## src/rtl/hazard_scoreboard_pkg.sv

```systemverilog
// hazard_scoreboard_pkg -- shared configuration for the register hazard scoreboard.
//
// Holds the register-file geometry (REG_COUNT, REG_ADDR_W) and the width of
// the per-register pending counter (CNT_W), plus the types built from them.
// Imported by the interface, the counter entry and the top.
package hazard_scoreboard_pkg;

  localparam int REG_COUNT  = 16;
  localparam int REG_ADDR_W = 4;
  localparam int CNT_W      = 2;

  typedef logic [REG_ADDR_W-1:0] reg_addr_t;
  typedef logic [CNT_W-1:0]      cnt_t;
  typedef logic [REG_COUNT-1:0]  reg_mask_t;

endpackage

```

## src/rtl/hazard_scoreboard_if.sv

```systemverilog
// hazard_scoreboard_if -- ID-stage <-> scoreboard signal bundle.
//
// Handshake: id_valid says a decoded instruction sits in ID. The scoreboard
// answers with hazard (stall request) and issue. The instruction leaves ID on
// exactly those rising edges where issue=1; issue already folds in hazard,
// flush and freeze, so issue plays the role of "ready & valid". While issue=0
// the ID stage must keep presenting the same instruction (or drop it on flush).
//
// Signals:
//   id_valid, src1, src2, two_src       - instruction in ID and its sources
//   id_wb_en, id_dest, id_mem_r_en      - writeback info (load flag)
//   flush, freeze                       - pipeline control
//   hazard, pending, issue              - scoreboard responses
// Modports: master = ID stage, slave = scoreboard.
interface hazard_scoreboard_if;
  import hazard_scoreboard_pkg::*;

  logic      id_valid;
  reg_addr_t src1;
  reg_addr_t src2;
  logic      two_src;
  logic      id_wb_en;
  reg_addr_t id_dest;
  logic      id_mem_r_en;
  logic      flush;
  logic      freeze;
  logic      hazard;
  reg_mask_t pending;
  logic      issue;

  modport master (
    output id_valid, src1, src2, two_src, id_wb_en, id_dest, id_mem_r_en,
    output flush, freeze,
    input  hazard, pending, issue
  );

  modport slave (
    input  id_valid, src1, src2, two_src, id_wb_en, id_dest, id_mem_r_en,
    input  flush, freeze,
    output hazard, pending, issue
  );

endinterface

```

## src/rtl/hazard_scoreboard_entry.sv

```systemverilog
// scoreboard_entry -- one register's pending down-counter.
//
// Ports:
//   clk, rst  - clock, asynchronous active-low reset
//   set       - load set_val this edge (wins over the decrement)
//   set_val   - latency to load
//   freeze    - hold the counter this edge
//   busy      - counter is nonzero (register result not yet usable)
module scoreboard_entry
  import hazard_scoreboard_pkg::*;
(
  input  logic clk,
  input  logic rst,
  input  logic set,
  input  cnt_t set_val,
  input  logic freeze,
  output logic busy
);

  cnt_t cnt;

  always_ff @(posedge clk or negedge rst) begin
    if (!rst) begin
      cnt <= '0;
    end else if (!freeze) begin
      if (set) begin
        cnt <= set_val;
      end else if (cnt != '0) begin
        cnt <= cnt - cnt_t'(1);
      end
    end
  end

  assign busy = (cnt != '0);

endmodule

```

## src/rtl/hazard_scoreboard.sv

```systemverilog
// hazard_scoreboard -- per-register RAW hazard tracker for the ID stage.
//
// Every register r0..r15 owns a 2-bit down-counter; a register is pending
// while its counter is nonzero. An issuing instruction that writes back loads
// its destination counter with the issue latency; the ID instruction stalls
// (hazard) while any register it reads is pending. A dependency resolves in
// the same cycle its counter reaches zero, so no extra bubble is added.
//
// Parameters:
//   WB_LAT   (1..3) - pending cycles for every writer without forwarding
//   LOAD_LAT (1..3) - load-use latency when forwarding is compiled in
// Config macro:
//   FORWARDING_EN - defined: loads set LOAD_LAT-1, other writers set 0
//                   undefined (default): every writer sets WB_LAT
// Ports:
//   clk  - rising-edge clock
//   rst  - asynchronous active-low reset, clears all counters
//   id   - hazard_scoreboard_if.slave (ID instruction in; hazard/pending/issue out)
module hazard_scoreboard
  import hazard_scoreboard_pkg::*;
#(
  parameter int WB_LAT   = 2,
  parameter int LOAD_LAT = 2
) (
  input logic                 clk,
  input logic                 rst,
  hazard_scoreboard_if.slave  id
);

  if (WB_LAT < 1 || WB_LAT > 3) begin : g_bad_wb_lat
    $error("hazard_scoreboard: WB_LAT must be 1..3");
  end
  if (LOAD_LAT < 1 || LOAD_LAT > 3) begin : g_bad_load_lat
    $error("hazard_scoreboard: LOAD_LAT must be 1..3");
  end

`ifdef FORWARDING_EN
  // Forwarded ALU results are usable next cycle; only load-use stalls.
  localparam cnt_t LOAD_SET = cnt_t'(LOAD_LAT - 1);
  localparam cnt_t ALU_SET  = '0;
`else
  // Without bypass every consumer waits for writeback.
  localparam cnt_t LOAD_SET = cnt_t'(WB_LAT);
  localparam cnt_t ALU_SET  = cnt_t'(WB_LAT);
`endif

  reg_mask_t busy;
  reg_mask_t set_mask;
  cnt_t      set_val;
  logic      hazard_c;
  logic      issue_c;

  // Uses only pre-edge counters, so src == dest of the same instruction is
  // harmless: its own write cannot stall it.
  assign hazard_c = id.id_valid & (busy[id.src1] | (id.two_src & busy[id.src2]));
  assign issue_c  = id.id_valid & ~hazard_c & ~id.flush & ~id.freeze;

  assign set_val = id.id_mem_r_en ? LOAD_SET : ALU_SET;

  // One-hot destination select; a squashed or stalled instruction marks nothing.
  always_comb begin
    set_mask = '0;
    if (issue_c && id.id_wb_en) begin
      set_mask[id.id_dest] = 1'b1;
    end
  end

  for (genvar r = 0; r < REG_COUNT; r++) begin : g_entry
    scoreboard_entry u_entry (
      .clk     (clk),
      .rst     (rst),
      .set     (set_mask[r]),
      .set_val (set_val),
      .freeze  (id.freeze),
      .busy    (busy[r])
    );
  end

  assign id.hazard  = hazard_c;
  assign id.issue   = issue_c;
  assign id.pending = busy;

endmodule

```

## src/flat_wrapper.sv

```systemverilog
// flat-port wrapper written by rule: the top's interface ports become plain ports
module hazard_scoreboard_flat import hazard_scoreboard_pkg::*;
#(
  parameter int WB_LAT   = 2,
  parameter int LOAD_LAT = 2
)
  (clk, rst, id_id_valid, id_src1, id_src2, id_two_src, id_id_wb_en, id_id_dest, id_id_mem_r_en, id_flush, id_freeze, id_hazard, id_pending, id_issue);
  hazard_scoreboard_if id_i ();
  input logic clk;
  input logic rst;
  input wire logic [$bits(id_i.id_valid)-1:0] id_id_valid;
  input wire logic [$bits(id_i.src1)-1:0] id_src1;
  input wire logic [$bits(id_i.src2)-1:0] id_src2;
  input wire logic [$bits(id_i.two_src)-1:0] id_two_src;
  input wire logic [$bits(id_i.id_wb_en)-1:0] id_id_wb_en;
  input wire logic [$bits(id_i.id_dest)-1:0] id_id_dest;
  input wire logic [$bits(id_i.id_mem_r_en)-1:0] id_id_mem_r_en;
  input wire logic [$bits(id_i.flush)-1:0] id_flush;
  input wire logic [$bits(id_i.freeze)-1:0] id_freeze;
  output wire logic [$bits(id_i.hazard)-1:0] id_hazard;
  output wire logic [$bits(id_i.pending)-1:0] id_pending;
  output wire logic [$bits(id_i.issue)-1:0] id_issue;
  assign id_i.id_valid = id_id_valid;
  assign id_i.src1 = id_src1;
  assign id_i.src2 = id_src2;
  assign id_i.two_src = id_two_src;
  assign id_i.id_wb_en = id_id_wb_en;
  assign id_i.id_dest = id_id_dest;
  assign id_i.id_mem_r_en = id_id_mem_r_en;
  assign id_i.flush = id_flush;
  assign id_i.freeze = id_freeze;
  assign id_hazard = id_i.hazard;
  assign id_pending = id_i.pending;
  assign id_issue = id_i.issue;
  hazard_scoreboard #(.WB_LAT(WB_LAT), .LOAD_LAT(LOAD_LAT)) u_core (.clk(clk), .rst(rst), .id(id_i));
endmodule
```

## config.mk

```make
export PLATFORM = sky130hd
export DESIGN_NAME = hazard_scoreboard_flat
export DESIGN_NICKNAME = d
export VERILOG_FILES = /design/src/rtl/hazard_scoreboard_pkg.sv /design/src/rtl/hazard_scoreboard_if.sv /design/src/rtl/hazard_scoreboard_entry.sv /design/src/rtl/hazard_scoreboard.sv /design/src/flat_wrapper.sv
export SDC_FILE = /design/constraint.sdc
export NUM_CORES = 1
export LEC_CHECK = 0
export ABC_AREA = 1
export CORE_AREA = 5 5 77 79
export CTS_CLUSTER_SIZE = 12
export DETAILED_ROUTE_END_ITERATION = 12
export DIE_AREA = 0 0 82 84
export GPL_TIMING_DRIVEN = 0
export PLACE_DENSITY = 0.85
export SETUP_SLACK_MARGIN = 0.3
export SLEW_MARGIN = 40
export SYNTH_ARGS = -nofsm -noshare
export SYNTH_HDL_FRONTEND = slang
export SYNTH_SLANG_ARGS = --single-unit
```

## constraint.sdc

```tcl
create_clock -name clk -period 4.26 [get_ports clk]
set_input_delay 0.426 -clock clk [delete_from_list [all_inputs] [get_ports clk]]
set_output_delay 0.426 -clock clk [all_outputs]
set_load 0.005 [all_outputs]
```

==> results by group <==
Drt
  – Detailed Route WL: 7230 µm
  – Avg WL per Cell: 12.6 µm
  – Post-route DRC violation count: 0
  – Via/cell ratio: a little under 5
  – Routed Antenna Nets: 0
  – Via Count: 2849
  – First-pass DRT Iterations: 4
  – Iter 0 DRT Violations: 147

Critical path
  – CP endpoint kind: primary output
  – Cell mode on critical path: nand3_1
  – Critical Path Max Stage Delay: 570 ps
  – FF-to-FF Start: u_core.g_entry[8].u_entry.cnt[0]$_DFFE_PN0P_
  – Reg2Reg Setup Slack: 2230 ps
  – Critical-path top delay cell: clkdlybuf4s50_1
  – Delay-heaviest family, CP: buffers and inverters
  – Critical-path cell list: clkdlybuf4s50_1, inv_1, nand3_1, nand3_1, nand2_1, nand2_1, nand2_2, nand3_1, inv_1, clkdlybuf4s50_1
  – Worst EP arrival: 2180 ps
  – R2r endpoint: u_core.g_entry[13].u_entry.cnt[0]$_DFFE_PN0P_
  – Reg2reg path depth: 14
  – Buf/Inv on CP: 4
  – Setup CP Type: in -> out
  – CP Data Required Time: about 3800 ps
  – Crit-path max FO: 5
  – Critical Path Start Type: input pin

CTS
  – Worst-Skew Late Latency: roughly 290 ps
  – Root buffer cell: clkbuf_8
  – Cts repair resizes: 0
  – CTS tree: yes
  – Total CTS buffers: 5
  – Clk sinks: 32
  – H-tree depth: 2
  – Hold buffer count at CTS: 0
  – Setup Buffers After CTS: 0
  – Reg clk slew, reported paths: 70 ps
  – CTS max path bufs: 2

Global route
  – Initial antenna violation count: 0
  – GRT Total Usage: 0.235
  – Largest net degree at the start of global routing: 18
  – Vias in the first global route: roughly 2900
  – GRT Residual Overflow: 0
  – First-pass GRT wire length: 12700 µm

Pwr
  – Clock power frac: 0.108
  – P_leak: 0.00194 µW
  – Ratio of total power to cell area: ~650 nW/µm²
  – Part of the power in registers: 0.232
  – Net Sw Power: approximately 960 µW
  – Int Power: 1340 µW
  – VDD IR max: 347 µV
  – Power Total: around 2300 µW
  – Part of the power in combinational logic: 0.660
  – Switching Fraction: 0.417

Timing
  – Tmin final: 2610 ps
  – Final worst path period share: 0.612
  – Fin. max-slew vios: 0
  – Worst-Margin Slew: 580 ps
  – Clock skew: about 5.6 ps
  – RSZ-0062 raised after global routing: no
  – Fmax: around 0.38 GHz
  – Final setup vio count: 0
  – Hold violation total from the final report: 0
  – Max_slew headroom: 0.613
  – Setup TNS: 0 ps

Final layout
  – Top flop regs: u_core.g_entry.u_entry.cnt x32
  – Synthesis-to-layout area growth: 17.9%
  – Nets: 552
  – Post-Layout Cell Count: around 570
  – Diode count: 0
  – Layout cells sized above 1: 0.0998
  – Max reg flops: 32
  – Largest register by flop count: u_core.g_entry.u_entry.cnt
  – Design area: 3580 µm²
  – Utilization after layout: 0.679

Die
  – Full die area: 6890 µm²
  – Die Y: 84 µm
  – Rows: 27
  – Initial Utilization: 0.576
  – I/O pin cnt: 38
  – Core Footprint: between 5000 and 6000 µm²
  – Die Span X: around 80 µm

Synth
  – YS warnings: 0
  – Synth top area cells: dfrtp_1, nand2_1, inv_1, ha_1, nand3_1
  – Yosys top cell by area: dfrtp_1
  – Count of cell types in the netlist: 22
  – Synthesis-stage register bit count: 32
  – Synth Instances: 458
  – Async SR Flop Fraction: 1.00
  – Mapped cell area: 3030 µm²
  – Register area share after synthesis: 0.264
  – Cell with the most instances after synthesis: nand2_1
  – Post-synth EDFFs: 0
  – Post-Syn Nets: 510
  – Mean Syn Cell Area: 6.62 µm²
  – Top cell type's share of synthesized area: 0.264
  – Primary FF master, synth: dfrtp_1
  – Top post-synthesis cells by count: nand2_1, inv_1, nand3_1, dfrtp_1, ha_1

Job
  – Max-Cap Viols: 0

Placement
  – Placement Cell Area: 3490 µm²
  – RePlAce Congestion: between 0.9 and 1
  – Dpl cells: 565
  – Number of port buffers: 34
  – Dpl hpwl: around 5900 µm

Run status
  – Status: completed

Hold path
  – Hold Crit Class: in -> async
-- cells by family after synthesis --
kind of cell               after synthesis  share of synthesized area
DFF                                     32                      0.264
and+or+nand+nor                        219                      0.312
adders and majority gates               32                      0.132
AOI/OAI and AO/OA                       33                     0.0849
buffers and inverters                  142                      0.207
-- worst max path at each step --
stage,startpoint,endpoint,depth (start not counted)
after floorplan,u_core.g_entry[9].u_entry.cnt[0]$_DFFE_PN0P_,u_core.g_entry[13].u_entry.cnt[0]$_DFFE_PN0P_,14
after global placement,id_src2[1],id_hazard,8
after detailed placement,id_src2[1],id_hazard,8
after CTS,id_src2[1],id_hazard,8
after global routing,id_src1[1],id_issue,10
final,id_src1[1],id_issue,10
-- per-stage QoR --
stage | worst slack, ps | hold WS [ps]
global route | 1460 | 97.5
CTS | 1650 | 75.3
floorplan | 2530 | 130
global placement | 1650 | 454
detailed placement | 1650 | 384
finish | 1650 | 62.3
-- cells in the final DEF (no fill, tap or decap), types with 16 or more instances in the layout --
cell	count
buf_4	18
o21bai_1	16
nand2_1	135
ha_1	32
inv_1	112
nor2_1	21
nand4_1	16
clkdlybuf4s50_1	33
nand3_1	42
dfrtp_1	32
-- area by class of cell --
type | instances | area [µm²]
Fill cell | 488 | 1690
Clock buffer | 8 | 90.1
Inverter | 115 | 437
Buffer | 27 | 193
Sequential cell | 32 | 801
Multi-Input combinational cell | 284 | 1600
Tap cell | 72 | 90.1
Timing Repair Buffer | 35 | 363
-- metal layers --
metal / vias to the layer above / part of all wire / track usage
met5: - / 0 / 0
met4: 0 / 0.013 / 0.0801
met3: 10 / 0.067 / 0.0389
met2: 79 / 0.49 / 0.384
met1: 1306 / 0.43 / 0.309
li1: 1454 / - / -
-- power by group through the flow --
stage	Combinational, µW	Sequential, µW	Clock (µW)
after detailed placement	1530	540	0
after CTS	1540	535	253
final	1520	535	248
after global routing	1760	556	266
after global placement	1460	535	0
after floorplan	1080	521	0
No activity file was read; power rests on OpenSTA's default activity.
